**src/rtl/inst_display_scan.sv**
```systemverilog
// Eight-digit seven-segment scanner for the instruction text window.
// The window is latched once per frame so the text never tears mid-scan.
module inst_display_scan #(
    parameter int unsigned REFRESH_DIV = 50000,
    parameter int unsigned BLANK_CYC   = 1000
) (
    input  logic        clock,
    input  logic        rst,
    input  logic        en,
    input  logic [39:0] instruction,
    output logic [7:0]  an,
    output logic [6:0]  seg,
    output logic        frame_done
);

    localparam int unsigned PW = $clog2(REFRESH_DIV);
    localparam logic [PW-1:0] P_LAST = PW'(REFRESH_DIV - 1);

    logic [PW-1:0] p_q, p_d;
    logic [2:0]    d_q, d_d;
    logic [39:0]   frame_q, frame_d;
    logic [7:0]    an_q, an_d;
    logic [6:0]    seg_q, seg_d;
    logic          frame_done_q, frame_done_d;

    logic          capture;
    logic          blank;
    logic [39:0]   src;
    logic [4:0]    ch;

    // Active-high gfedcba glyph for a 5-bit character code.
    function automatic logic [6:0] font(input logic [4:0] c);
        logic [6:0] g;
        case (c)
            5'd0:    g = 7'h00;
            5'd1:    g = 7'h77;
            5'd2:    g = 7'h7C;
            5'd3:    g = 7'h39;
            5'd4:    g = 7'h5E;
            5'd5:    g = 7'h79;
            5'd6:    g = 7'h71;
            5'd7:    g = 7'h3D;
            5'd8:    g = 7'h76;
            5'd9:    g = 7'h30;
            5'd10:   g = 7'h1E;
            5'd11:   g = 7'h75;
            5'd12:   g = 7'h38;
            5'd13:   g = 7'h15;
            5'd14:   g = 7'h54;
            5'd15:   g = 7'h5C;
            5'd16:   g = 7'h73;
            5'd17:   g = 7'h67;
            5'd18:   g = 7'h50;
            5'd19:   g = 7'h6D;
            5'd20:   g = 7'h78;
            5'd21:   g = 7'h3E;
            5'd22:   g = 7'h1C;
            5'd23:   g = 7'h2A;
            5'd24:   g = 7'h76;
            5'd25:   g = 7'h6E;
            5'd26:   g = 7'h5B;
            default: g = 7'h40;
        endcase
        return g;
    endfunction

    generate
        if (BLANK_CYC == 0) begin : g_noblank
            assign blank = 1'b0;
        end else begin : g_blank
            assign blank = (p_q < PW'(BLANK_CYC));
        end
    endgenerate

    assign capture = en && (p_q == '0) && (d_q == 3'd0);
    // On the capture cycle the glyph comes from the window being latched.
    assign src     = capture ? instruction : frame_q;

    always_comb begin
        ch = src[4:0];
        for (int i = 1; i < 8; i++) begin
            if (d_q == 3'(i)) ch = src[5*i +: 5];
        end
    end

    always_comb begin
        p_d          = p_q;
        d_d          = d_q;
        frame_d      = frame_q;
        an_d         = 8'hFF;
        seg_d        = 7'h7F;
        frame_done_d = 1'b0;
        if (!en) begin
            p_d = '0;
            d_d = 3'd0;
        end else begin
            if (capture) begin
                frame_d      = instruction;
                frame_done_d = 1'b1;
            end
            if (p_q == P_LAST) begin
                p_d = '0;
                d_d = d_q + 3'd1;
            end else begin
                p_d = p_q + PW'(1);
            end
            if (!blank) begin
                an_d  = ~(8'd1 << d_q);
                seg_d = ~font(ch);
            end
        end
    end

    always_ff @(posedge clock or negedge rst) begin
        if (!rst) begin
            p_q          <= '0;
            d_q          <= 3'd0;
            frame_q      <= 40'd0;
            an_q         <= 8'hFF;
            seg_q        <= 7'h7F;
            frame_done_q <= 1'b0;
        end else begin
            p_q          <= p_d;
            d_q          <= d_d;
            frame_q      <= frame_d;
            an_q         <= an_d;
            seg_q        <= seg_d;
            frame_done_q <= frame_done_d;
        end
    end

    assign an         = an_q;
    assign seg        = seg_q;
    assign frame_done = frame_done_q;

endmodule
```
**config.mk**
```make
export PLATFORM = sky130hd
export DESIGN_NAME = inst_display_scan
export DESIGN_NICKNAME = d
export VERILOG_FILES = /design/src/rtl/inst_display_scan.sv
export SDC_FILE = /design/constraint.sdc
export NUM_CORES = 1
export LEC_CHECK = 0
export BUFFER_PORTS_ARGS = -buffer_cell sky130_fd_sc_hd__buf_4
export CORE_MARGIN = 2
export CORE_UTILIZATION = 50
export DETAILED_ROUTE_END_ITERATION = 12
export HOLD_SLACK_MARGIN = 0.1
export PLACE_DENSITY = 0.74
export REMOVE_ABC_BUFFERS = 1
export SYNTH_ARGS = -nofsm -noshare
export SYNTH_HDL_FRONTEND = slang
export SYNTH_SLANG_ARGS = --single-unit
export TNS_END_PERCENT = 1
```
**constraint.sdc**
```tcl
create_clock -name clock -period 2.85 [get_ports clock]
set_input_delay 0.285 -clock clock [delete_from_list [all_inputs] [get_ports clock]]
set_output_delay 0.285 -clock clock [all_outputs]
set_load 0.05 [all_outputs]
```
==> results of run 1 <==
## routing by layer
layer  up-vias  part of all wire, %  track usage [%]
li1       1901                    -                -
met1      1907                   44            34.86
met2       127                   48            43.11
met3        24                  5.9            3.741
met4         0                  2.1            8.761
met5         -                    0                0
## power by group
group	internal (mW)	total, mW	switching (mW)
sequential	1.20	1.25	0.0585
clock	0.407	0.846	0.439
combinational	0.501	1.02	0.524
total	2.10	3.12	1.02
## through the flow
stage | worst slack [ns] | total power, mW
after floorplan | -0.6127 | 1.726
after global placement | -0.2515 | 2.085
after detailed placement | -0.3618 | 2.107
after CTS | -0.1606 | 3.052
after global routing | -0.3440 | 3.268
final | -0.2010 | 3.125
## registers in the layout, indices dropped and copies added, names as in the netlist
name        cells
frame_q        40
seg             7
p_q            16
d_q             3
frame_done      1
an              8
## worst max-delay path by stage
stage | end | slack (ns) | cells past startpoint
4_1_cts | seg[1] | -0.16 | 14
2_1_floorplan | seg[3] | -0.61 | 11
5_1_grt | seg[4] | -0.34 | 14
3_5_place_dp | seg[0] | -0.36 | 15
6_report | seg[0] | -0.20 | 17
3_3_place_gp | seg[0] | -0.25 | 15
## cells in the final DEF (no fill, tap or decap), types with 4 or more instances in the layout
cell	instances
sky130_fd_sc_hd__a21oi_1	4
sky130_fd_sc_hd__a22oi_1	4
sky130_fd_sc_hd__and2_1	9
sky130_fd_sc_hd__and3_1	7
sky130_fd_sc_hd__buf_4	152
sky130_fd_sc_hd__buf_6	8
sky130_fd_sc_hd__clkbuf_8	9
sky130_fd_sc_hd__dfrtp_1	60
sky130_fd_sc_hd__dfstp_2	15
sky130_fd_sc_hd__ha_1	4
sky130_fd_sc_hd__ha_2	5
sky130_fd_sc_hd__ha_4	7
sky130_fd_sc_hd__inv_1	14
sky130_fd_sc_hd__inv_2	4
sky130_fd_sc_hd__mux2_2	4
sky130_fd_sc_hd__mux2i_1	17
sky130_fd_sc_hd__nand2_1	111
sky130_fd_sc_hd__nand2_2	6
sky130_fd_sc_hd__nand2b_1	4
sky130_fd_sc_hd__nand3_1	11
sky130_fd_sc_hd__nand4_1	10
sky130_fd_sc_hd__nor2_1	25
sky130_fd_sc_hd__nor3_1	7
sky130_fd_sc_hd__o211ai_1	4
sky130_fd_sc_hd__o21ai_0	12
sky130_fd_sc_hd__o21ai_1	6
sky130_fd_sc_hd__or3_1	4
sky130_fd_sc_hd__xnor2_1	7
sky130_fd_sc_hd__xor2_1	7
## cell families after synthesis
kind of cell	after synthesis
AO/OA/AOI/OAI	78
flip-flops	75
adder cells (fa/ha/maj)	16
buffers and inverters	45
AND/OR/NAND/NOR	213
XOR/XNOR	14
multiplexers	22
## final cells by class
cell class / instances / area (um^2)
clock buffer: 10 / 127.6
clock inverter: 6 / 65.06
fill: 643 / 2604
inverter: 20 / 80.08
multi-input combinational: 343 / 2424
sequential: 75 / 1896
tap: 108 / 135.1
timing repair buffer: 162 / 1262
## what timing repair did
action / 4_1_cts / 5_1_grt
gates resized for setup: 41 / 22
hold endpoints to repair: 0 / 0
pin swaps: 18 / 10
setup buffers: 5 / 6
cloned: 0 / 1
setup endpoints to repair: 7 / 7
==> run summary, run 1 <==
- first-pass GRT wire length: 19710 um
- Post-synth EDFFs: 0
- worst endpoint data arrival time: 3.34 ns
- initial core utilization: 50.58%
- number of instances in the placed design: 696
- post-CTS clock slew at the launch and capture registers of the worst setup and hold paths: 0.09 ns
- row cnt: 34
- average size of a mapped cell: 9.388 um^2
- width of the die: 97.24 um
- overall via count from detail_route: 3959
- insertion delay of the later-clocked pin in the worst-skew pair: 0.37 ns
- reported max-cap violation count: 0
- Worst setup startpoint: p_q[1]
- detailed-placement wirelength estimate: 8288 um
- post-layout utilization of the core: 69.70%
- final setup violation count: 7
- number of distinct library cells after synthesis: 69
- final design instance area without fill: 0.005989 mm^2
- classification of the worst-slack hold path: in2async
- dominant combinational cell family by area after synthesis: simple AND/OR/NAND/NOR gates
- Crit Path Max Fanout: 4
- result of the run: complete, but fails checks
- synthesis-to-layout area growth: 37.79%
- Synth Area in Compound Gates: 14.48%
- TritonCTS clock tree: built
- number of buffers created by CTS: 9
- number of cell instances on the worst register-to-register path: 17
- Synth Register Bits: 75
- number of ports placed on the die boundary: 59
- multiplexer area fraction after synthesis: 5.296%
- warning count from the yosys run: 0
- most common library cells after synthesis: 114 x sky130_fd_sc_hd__nand2_1, 60 x sky130_fd_sc_hd__dfrtp_1, 25 x sky130_fd_sc_hd__nor2_1, 20 x sky130_fd_sc_hd__inv_1
- number of nets still failing antenna checks after routing: 0
- Worst-Margin Slew: 0.9426 ns
- Reg2Reg Setup Slack: -0.20 ns
- post-route worst hold slack: 0.05405 ns
- cell chain of the critical path: inv_1 > ha_2 > nor4b_4 > buf_4 > nand3b_1 > o21ai_1 > a21oi_2 > a2111oi_1 > buf_4 > a21boi_2 > inv_2 > buf_4 > ha_4 > inv_2 > mux2i_1 > nor3_1 > o31ai_2
- Core Area: 0.008593 mm^2
- post-synth top area share: 34.54%
- async set-reset flop share out of synthesis: 100.0%
- power per cell area: 521.7 mW/mm^2
- PnR worst setup slack: -0.2010 ns
- remaining max-slew budget at the tightest pin: 37.16%
- largest vdd supply drop: 0.2639 mV
- final weighted congestion in routability-driven placement: 0.8694
- cts-stage hold buffer count: 0
- synthesized cell area: 0.004347 mm^2
- largest net degree at the start of global routing: 76
- element type at the critical path end: flip-flop
- Tcrit/Tclk final: 107.1%
- CP startpoint kind: flip-flop
- worst path buffer plus inverter count: 6
- share of cells above drive strength 1: 41.07%
- simple-gate area share of the yosys netlist: 23.86%
- required arrival time at the worst endpoint: 3.14 ns
- flip-flop cell with the highest count after synthesis: sky130_fd_sc_hd__dfrtp_1
- die boundary height: 97.24 um
- CTS root buf: sky130_fd_sc_hd__clkbuf_8
- level count of the clock H-tree: 3
- stage delay of the slowest cell on the critical path: 0.41 ns
- setup tns final: -1.155 ns
- count of buffers inserted at the top-level ports: 58
- antenna violations before repair: 0
- CP max stage cell: sky130_fd_sc_hd__a2111oi_1
- area of the die: 0.009456 mm^2
- type of the setup path with the least slack: reg2reg
- global route total overflow: 0
- xor/xnor cell area share of the yosys netlist: 2.821%
- Num Clock Sinks: 75
- Layout Cells excl Fill: 724
- 1st-pass router iterations: 4
- drt initial violations: 267
- maximum clock path buffer count: 2
- P_leak: 2.877 nW
- Crit path top cell by count: sky130_fd_sc_hd__buf_4
- routed vias/inst: 5.468
- number of failing hold endpoints at the final stage: 0
- Period minus WS final: 3.051 ns
- Clock Skews: 0.01537 ns
- final net count: 670
- antenna fix cells: 0
- average wire length per cell after detail routing: 16.74 um
- RR Endpoint: seg[0]
- maximum clock frequency: 327.8 MHz
- Largest delay share family, worst path: compound AO/OA/AOI/OAI gates
- post-synthesis share of cell area spent on full adders, half adders and majority gates: 4.606%
- number of max-slew violations in the final report: 0
- vias in the first global route: 4095
- most frequent cell after synthesis: sky130_fd_sc_hd__nand2_1
- cell types with the largest area share after synthesis: sky130_fd_sc_hd__dfrtp_1 35%, sky130_fd_sc_hd__nand2_1 9.8%, sky130_fd_sc_hd__dfstp_2 9.1%
- total placed instance area: 0.005464 mm^2
- global-route usage over all layers: 25.87%
- Reg2Reg Launch Point: p_q[1]
- violations in the final reports: negative setup slack
- cell taking the most area after synthesis: sky130_fd_sc_hd__dfrtp_1
- instance count of the mapped netlist: 463
- Post-Route WL: 12120 um
- DRC errors left: 0
- unrepaired setup endpoints after global routing: yes
- sequential share of the synthesized area: 43.61%
(Power assumes the default switching activity.)
==> inputs of run 2 (changes only) <==
--- a/config.mk
+++ b/config.mk
@@ -7,10 +7,9 @@
 export LEC_CHECK = 0
 export BUFFER_PORTS_ARGS = -buffer_cell sky130_fd_sc_hd__buf_4
 export CORE_MARGIN = 2
-export CORE_UTILIZATION = 50
+export CORE_UTILIZATION = 42
 export DETAILED_ROUTE_END_ITERATION = 12
 export HOLD_SLACK_MARGIN = 0.1
-export PLACE_DENSITY = 0.74
 export REMOVE_ABC_BUFFERS = 1
 export SYNTH_ARGS = -nofsm -noshare
 export SYNTH_HDL_FRONTEND = slang
==> run 2 against run 1 <==
Against the previous run: the flow still finishes with violations (negative setup slack); critical path depth down 2; register-to-register slack about the same; count of clock-buffer cells in the layout down 1; cell area down 2.4%; non-clock buffer count down 12; worst setup slack better by 0.0050 ns; largest power group unchanged; wire length down 5.2%; flip-flop and latch count unchanged; via count down 4.0%; highest routed layer unchanged.
==> run summary, run 2 (synthesis gave the netlist of run 1 again) <==
- result of the run: complete, but fails checks
- violations in the final reports: negative setup slack
- Num Clock Sinks: 75, unchanged
- number of flip-flops under the largest register name: 40, unchanged
- number of failing hold endpoints at the final stage: 0, unchanged
- Tcrit/Tclk final: 106.9%, -0.17 points
- number of ports placed on the die boundary: 59, unchanged
- reported max-cap violation count: 0, unchanged
- synthesis-to-layout area growth: 34.51%
- global route total overflow: 0, unchanged
- width of the die: 105.7 um, +8.7%
- Crit Path Max Fanout: 6, +2
- share of cells above drive strength 1: 38.41%, -2.7 points
- overall via count from detail_route: 3799, -4.0%
- Worst-Margin Slew: 0.9620 ns, +0.01945 ns
- number of cells on the worst hold path: 3
- global-route usage over all layers: 21.55%, -4.3 points
- most frequent cells in the layout: 144 x sky130_fd_sc_hd__buf_4, 113 x sky130_fd_sc_hd__nand2_1, 60 x sky130_fd_sc_hd__dfrtp_1
- CTS root buf: sky130_fd_sc_hd__clkbuf_8
- leading cell type in the layout, fill and taps excluded: sky130_fd_sc_hd__buf_4
- setup tns final: -1.060 ns, +0.09482 ns
- type of the setup path with the least slack: reg2reg
- final net count: 658, -1.8%
- worst endpoint data arrival time: 3.34 ns, about the same
- PnR worst setup slack: -0.1960 ns, +0.004950 ns
- antenna violations before repair: 0, unchanged
- Period minus WS final: 3.046 ns, -0.004950 ns
- detailed-placement wirelength estimate: 8370 um, +0.99%
- largest vdd supply drop: 0.2786 mV, +5.6%
- remaining max-slew budget at the tightest pin: 35.86%, -1.3 points
- maximum clock path buffer count: 2, unchanged
- Clock Skews: 0.01454 ns, -0.0008296 ns
- register with the most flip-flops: frame_q
- number of cell instances on the worst register-to-register path: 15, -2
- pre-CTS worst setup slack: -0.3356 ns, +0.02623 ns
- Core Area: 0.01018 mm^2, +19%
- vias in the first global route: 3757, -8.3%
- routed vias/inst: 5.134, -6.1%
- count of buffers inserted at the top-level ports: 58, unchanged
- P_leak: 2.812 nW, -2.3%
- post-CTS clock slew at the launch and capture registers of the worst setup and hold paths: 0.10 ns, about the same
- number of nets still failing antenna checks after routing: 0, unchanged
- row cnt: 37, +8.8%
- drt initial violations: 263, -1.5%
- classification of the worst-slack hold path: in2reg
- maximum clock frequency: 328.3 MHz, +0.16%
- final setup violation count: 7, unchanged
- area of the die: 0.01118 mm^2, +18%
- DRC errors left: 0, unchanged
- required arrival time at the worst endpoint: 3.14 ns, about the same
- number of max-slew violations in the final report: 0, unchanged
- die boundary height: 105.7 um, +8.7%
- 1st-pass router iterations: 5, +1
- unrepaired setup endpoints after global routing: yes
- initial core utilization: 42.68%, -7.9 points
- level count of the clock H-tree: 3, unchanged
- Post-Route WL: 11500 um, -5.2%
- Filler Cells Inserted: 953, +48%
- power per cell area: 511.4 mW/mm^2, -2.0%
- average wire length per cell after detail routing: 15.53 um, -7.2%
- antenna fix cells: 0, unchanged
- element type at the critical path end: flip-flop
- final weighted congestion in routability-driven placement: 0.8618, -0.87%
- insertion delay of the later-clocked pin in the worst-skew pair: 0.36 ns, about the same
- CP startpoint kind: flip-flop
- first-pass GRT wire length: 19050 um, -3.3%
- largest net degree at the start of global routing: 76, unchanged
- Final Total Pwr: 2.990 mW, -4.3%
- TritonCTS clock tree: built
- number of buffers created by CTS: 9, unchanged
-- run 2: final timing paths --
kind	start	slack, ns	to
max	p_q[0]	-0.20	seg[6]
min	instruction[26]	0.12	frame_q[26]
max reg2reg	p_q[0]	-0.20	seg[6]
min reg2reg	frame_q[17]	0.47	frame_q[17]
max in group asynchronous	rst	1.61	p_q[0]
min in group asynchronous	rst	0.61	frame_q[39]
-- run 2: repair_timing --
item / in CTS / in global routing
hold buffers: 3 / 0
gates resized for setup: 21 / 22
cloned: 0 / 0
setup endpoints to repair: 7 / 7
hold endpoints to repair: 3 / 0
buffers inserted: 2 / 2
pin swaps: 5 / 17
-- run 2: final cells by class --
class | count | area [um^2] | area share, %
clock buffer | 9 | 123.9 | 2.119
clock inverter | 7 | 65.06 | 1.113
inverter | 20 | 75.07 | 1.284
multi-input combinational | 343 | 2372 | 40.57
sequential | 75 | 1896 | 32.42
tap | 136 | 170.2 | 2.910
timing repair buffer | 150 | 1145 | 19.58
-- run 2: worst max-delay path, stage by stage, from the launching register on --
cell and delay, ns:
sky130_fd_sc_hd__dfrtp_1 0.38, sky130_fd_sc_hd__inv_2 0.05, sky130_fd_sc_hd__ha_4 0.14, sky130_fd_sc_hd__nor4b_4 0.12
sky130_fd_sc_hd__and3b_2 0.25, sky130_fd_sc_hd__buf_6 0.14, sky130_fd_sc_hd__a222oi_1 0.31, sky130_fd_sc_hd__a21oi_1 0.08
sky130_fd_sc_hd__or3_4 0.41, sky130_fd_sc_hd__a21oi_4 0.25, sky130_fd_sc_hd__inv_2 0.12, sky130_fd_sc_hd__ha_4 0.19
sky130_fd_sc_hd__buf_6 0.11, sky130_fd_sc_hd__mux2i_1 0.14, sky130_fd_sc_hd__mux2i_1 0.09, sky130_fd_sc_hd__o21a_1 0.20
-- run 2: power by group --
part	switching, mW	internal (mW)
Combinational	0.477	0.440
Sequential	0.0580	1.20
Clock	0.480	0.339
-- run 2: metal layers --
layer	wire length [um]	track usage (%)
met1	5434	30.75
met2	5485	34.47
met3	486	3.958
met4	89	4.229
met5	0	0
-- run 2: stage by stage --
step                      util (%)  area [um^2]  hold slack (ns)  instances
after floorplan                  -         4190         -0.01059        438
after global placement       53.35         5434           0.4502        717
after detailed placement     53.35         5434           0.4486        717
after CTS                    56.31         5736           0.1018        738
after global routing         57.41         5847           0.1028        740
final                        57.41         5847           0.1151        740
==> inputs of run 3 (changes only) <==
--- a/config.mk
+++ b/config.mk
@@ -5,7 +5,7 @@
 export SDC_FILE = /design/constraint.sdc
 export NUM_CORES = 1
 export LEC_CHECK = 0
-export BUFFER_PORTS_ARGS = -buffer_cell sky130_fd_sc_hd__buf_4
+export BUFFER_PORTS_ARGS = -buffer_cell sky130_fd_sc_hd__buf_2
 export CORE_MARGIN = 2
 export CORE_UTILIZATION = 42
 export DETAILED_ROUTE_END_ITERATION = 12
==> run 3 against run 2 <==
Against the previous run: the flow still finishes with violations (negative setup slack); largest cell class unchanged; combinational power grew 7.4%; register-to-register slack lost 0.02 ns; hold slack worse by 0.036 ns; flip-flop and latch count unchanged; clock power up 2%.
==> run summary, run 3 (synthesis gave the netlist of run 1 again) <==
- width of the die: 105.7 um, unchanged
- overall via count from detail_route: 3961, +4.3%
- PnR worst setup slack: -0.2188 ns, -0.02277 ns
- Reg2Reg Launch Point: p_q[1]
- final weighted congestion in routability-driven placement: 0.8388, -2.7%
- Core Area: 0.01018 mm^2, unchanged
- worst endpoint data arrival time: 3.35 ns, about the same
- Clock Skews: 0.008408 ns, -0.006137 ns
- P_leak: 2.847 nW, +1.2%
- Crit Path Max Fanout: 6, unchanged
- type of the setup path with the least slack: reg2reg
- Tcrit/Tclk final: 107.7%, +0.80 points
- number of instances in the placed design: 731, +2.0%
- power per cell area: 519.8 mW/mm^2, +1.6%
- element type at the critical path end: flip-flop
- Largest delay share family, worst path: simple AND/OR/NAND/NOR gates
- synthesis-to-layout area growth: 35.98%
- count of buffers inserted at the top-level ports: 58, unchanged
- remaining max-slew budget at the tightest pin: 35.48%, -0.38 points
- required arrival time at the worst endpoint: 3.13 ns, about the same
- DRC errors left: 0, unchanged
- die boundary height: 105.7 um, unchanged
- stage delay of the slowest cell on the critical path: 0.39 ns, -0.02 ns
- level count of the clock H-tree: 3, unchanged
- final design instance area without fill: 0.005911 mm^2, +1.1%
- CP max stage cell: sky130_fd_sc_hd__or3_4
- row cnt: 37, unchanged
- drt initial violations: 158, -40%
- average wire length per cell after detail routing: 15.62 um, +0.55%
- antenna fix cells: 0, unchanged
- 1st-pass router iterations: 4, -1
- area of the die: 0.01118 mm^2, unchanged
- worst path buffer plus inverter count: 6, +2
- reported max-cap violation count: 0, unchanged
- number of nets still failing antenna checks after routing: 0, unchanged
- number of flip-flops under the largest register name: 40, unchanged
- maximum clock frequency: 325.9 MHz, -0.74%
- classification of the worst-slack hold path: in2async
- CTS root buf: sky130_fd_sc_hd__clkbuf_8
- total placed instance area: 0.005396 mm^2, -0.69%
- insertion delay of the later-clocked pin in the worst-skew pair: 0.36 ns, about the same
- antenna violations before repair: 0, unchanged
- cell chain of the critical path: inv_1 > ha_2 > nor4b_4 > and3b_2 > buf_6 > buf_6 > a222oi_1 > a21oi_1 > or3_4 > a21oi_4 > buf_12 > inv_4 > buf_4 > ha_2 > mux2i_1 > and3_1 > o31ai_1
- Layout Cells excl Fill: 758, +2.4%
- register with the most flip-flops: frame_q
- maximum clock path buffer count: 2, unchanged
- most frequent cells in the layout: 113 x sky130_fd_sc_hd__nand2_1, 100 x sky130_fd_sc_hd__buf_4, 60 x sky130_fd_sc_hd__dfrtp_1
- largest net degree at the start of global routing: 76, unchanged
- first-pass GRT wire length: 19660 um, +3.2%
- detailed-placement wirelength estimate: 8474 um, +1.2%
- post-route worst hold slack: 0.07937 ns, -0.03576 ns
- number of buffers created by CTS: 9, unchanged
- final setup violation count: 7, unchanged
- number of ports placed on the die boundary: 59, unchanged
- Reg2Reg Setup Slack: -0.22 ns, -0.02 ns
- CP startpoint kind: flip-flop
- initial core utilization: 42.68%, unchanged
- result of the run: complete, but fails checks
- Worst setup startpoint: p_q[1]
- Worst-Margin Slew: 0.9678 ns, +0.005751 ns
- global-route usage over all layers: 22.37%, +0.82 points
- vias in the first global route: 3970, +5.7%
- setup tns final: -1.246 ns, -0.1865 ns
- Post-Route WL: 11840 um, +3.0%
- RR Endpoint: seg[0]
- post-CTS clock slew at the launch and capture registers of the worst setup and hold paths: 0.08 ns, -0.02 ns
- TritonCTS clock tree: built
- global route total overflow: 0, unchanged
- largest vdd supply drop: 0.2634 mV, -5.5%
- number of max-slew violations in the final report: 0, unchanged
- violations in the final reports: negative setup slack
- cts-stage hold buffer count: 0, -3
- number of failing hold endpoints at the final stage: 0, unchanged
- share of cells above drive strength 1: 40.84%, +2.4 points
- unrepaired setup endpoints after global routing: yes
- Num Clock Sinks: 75, unchanged
- Period minus WS final: 3.069 ns, +0.02278 ns
- leading cell type in the layout, fill and taps excluded: sky130_fd_sc_hd__nand2_1
- number of cell instances on the worst register-to-register path: 17, +2
- final net count: 676, +2.7%
- routed vias/inst: 5.226, +1.8%
[run 3: what timing repair did]
action	CTS	global route
endpoints found under the setup margin	7	7
buffers inserted	10	2
pin swaps	20	15
gates resized for setup	43	16
[run 3: per-layer routing]
layer	global-route usage [%]	routed length (um)	vias up
met5	0	0	-
met4	7.895	252	0
met3	3.525	527	27
met2	37.51	5680	115
met1	29.34	5379	1909
li1	-	-	1910
[run 3: worst max-delay path by stage]
stage | end | slack [ns] | cells past startpoint
floorplan | seg[3] | -0.61 | 11
global placement | seg[1] | -0.37 | 12
detailed placement | seg[0] | -0.51 | 15
CTS | seg[0] | -0.25 | 16
global route | seg[0] | -0.41 | 15
finish | seg[0] | -0.22 | 17
[run 3: power breakdown]
part           internal [mW]  switching [mW]  total (mW)
Sequential              1.20          0.0584        1.25
Combinational          0.476           0.509       0.985
Clock                  0.424           0.409       0.833
[run 3: cell type report]
class,instances,area [um^2]
fillers,930,4274
multi-input cells,343,2409
flip-flops and latches,75,1896
repair buffers,168,1162
well taps,136,170.2
clock buffers,11,141.4
inverters,20,80.08
clock inverters,5,52.55
[run 3: worst register-to-register path, stage by stage, from the launching register on]
cell                       delay (ns)
sky130_fd_sc_hd__dfrtp_1         0.36
sky130_fd_sc_hd__inv_1           0.05
sky130_fd_sc_hd__ha_2            0.18
sky130_fd_sc_hd__nor4b_4         0.14
sky130_fd_sc_hd__and3b_2         0.21
sky130_fd_sc_hd__buf_6           0.14
sky130_fd_sc_hd__buf_6           0.12
sky130_fd_sc_hd__a222oi_1        0.30
sky130_fd_sc_hd__a21oi_1         0.08
sky130_fd_sc_hd__or3_4           0.39
sky130_fd_sc_hd__a21oi_4         0.15
sky130_fd_sc_hd__buf_12          0.14
sky130_fd_sc_hd__inv_4           0.06
sky130_fd_sc_hd__buf_4           0.13
sky130_fd_sc_hd__ha_2            0.20
sky130_fd_sc_hd__mux2i_1         0.13
sky130_fd_sc_hd__and3_1          0.17
sky130_fd_sc_hd__o31ai_1         0.07
[run 3: stage by stage]
| stage | power [mW] | worst slack (ns) | util [%] |
|---|---|---|---|
| after floorplan | 1.726 | -0.6127 | - |
| after global placement | 2.048 | -0.3705 | 52.99 |
| after detailed placement | 2.076 | -0.5111 | 52.99 |
| after CTS | 3.035 | -0.2461 | 57.17 |
| after global routing | 3.254 | -0.4086 | 58.03 |
| final | 3.073 | -0.2188 | 58.03 |
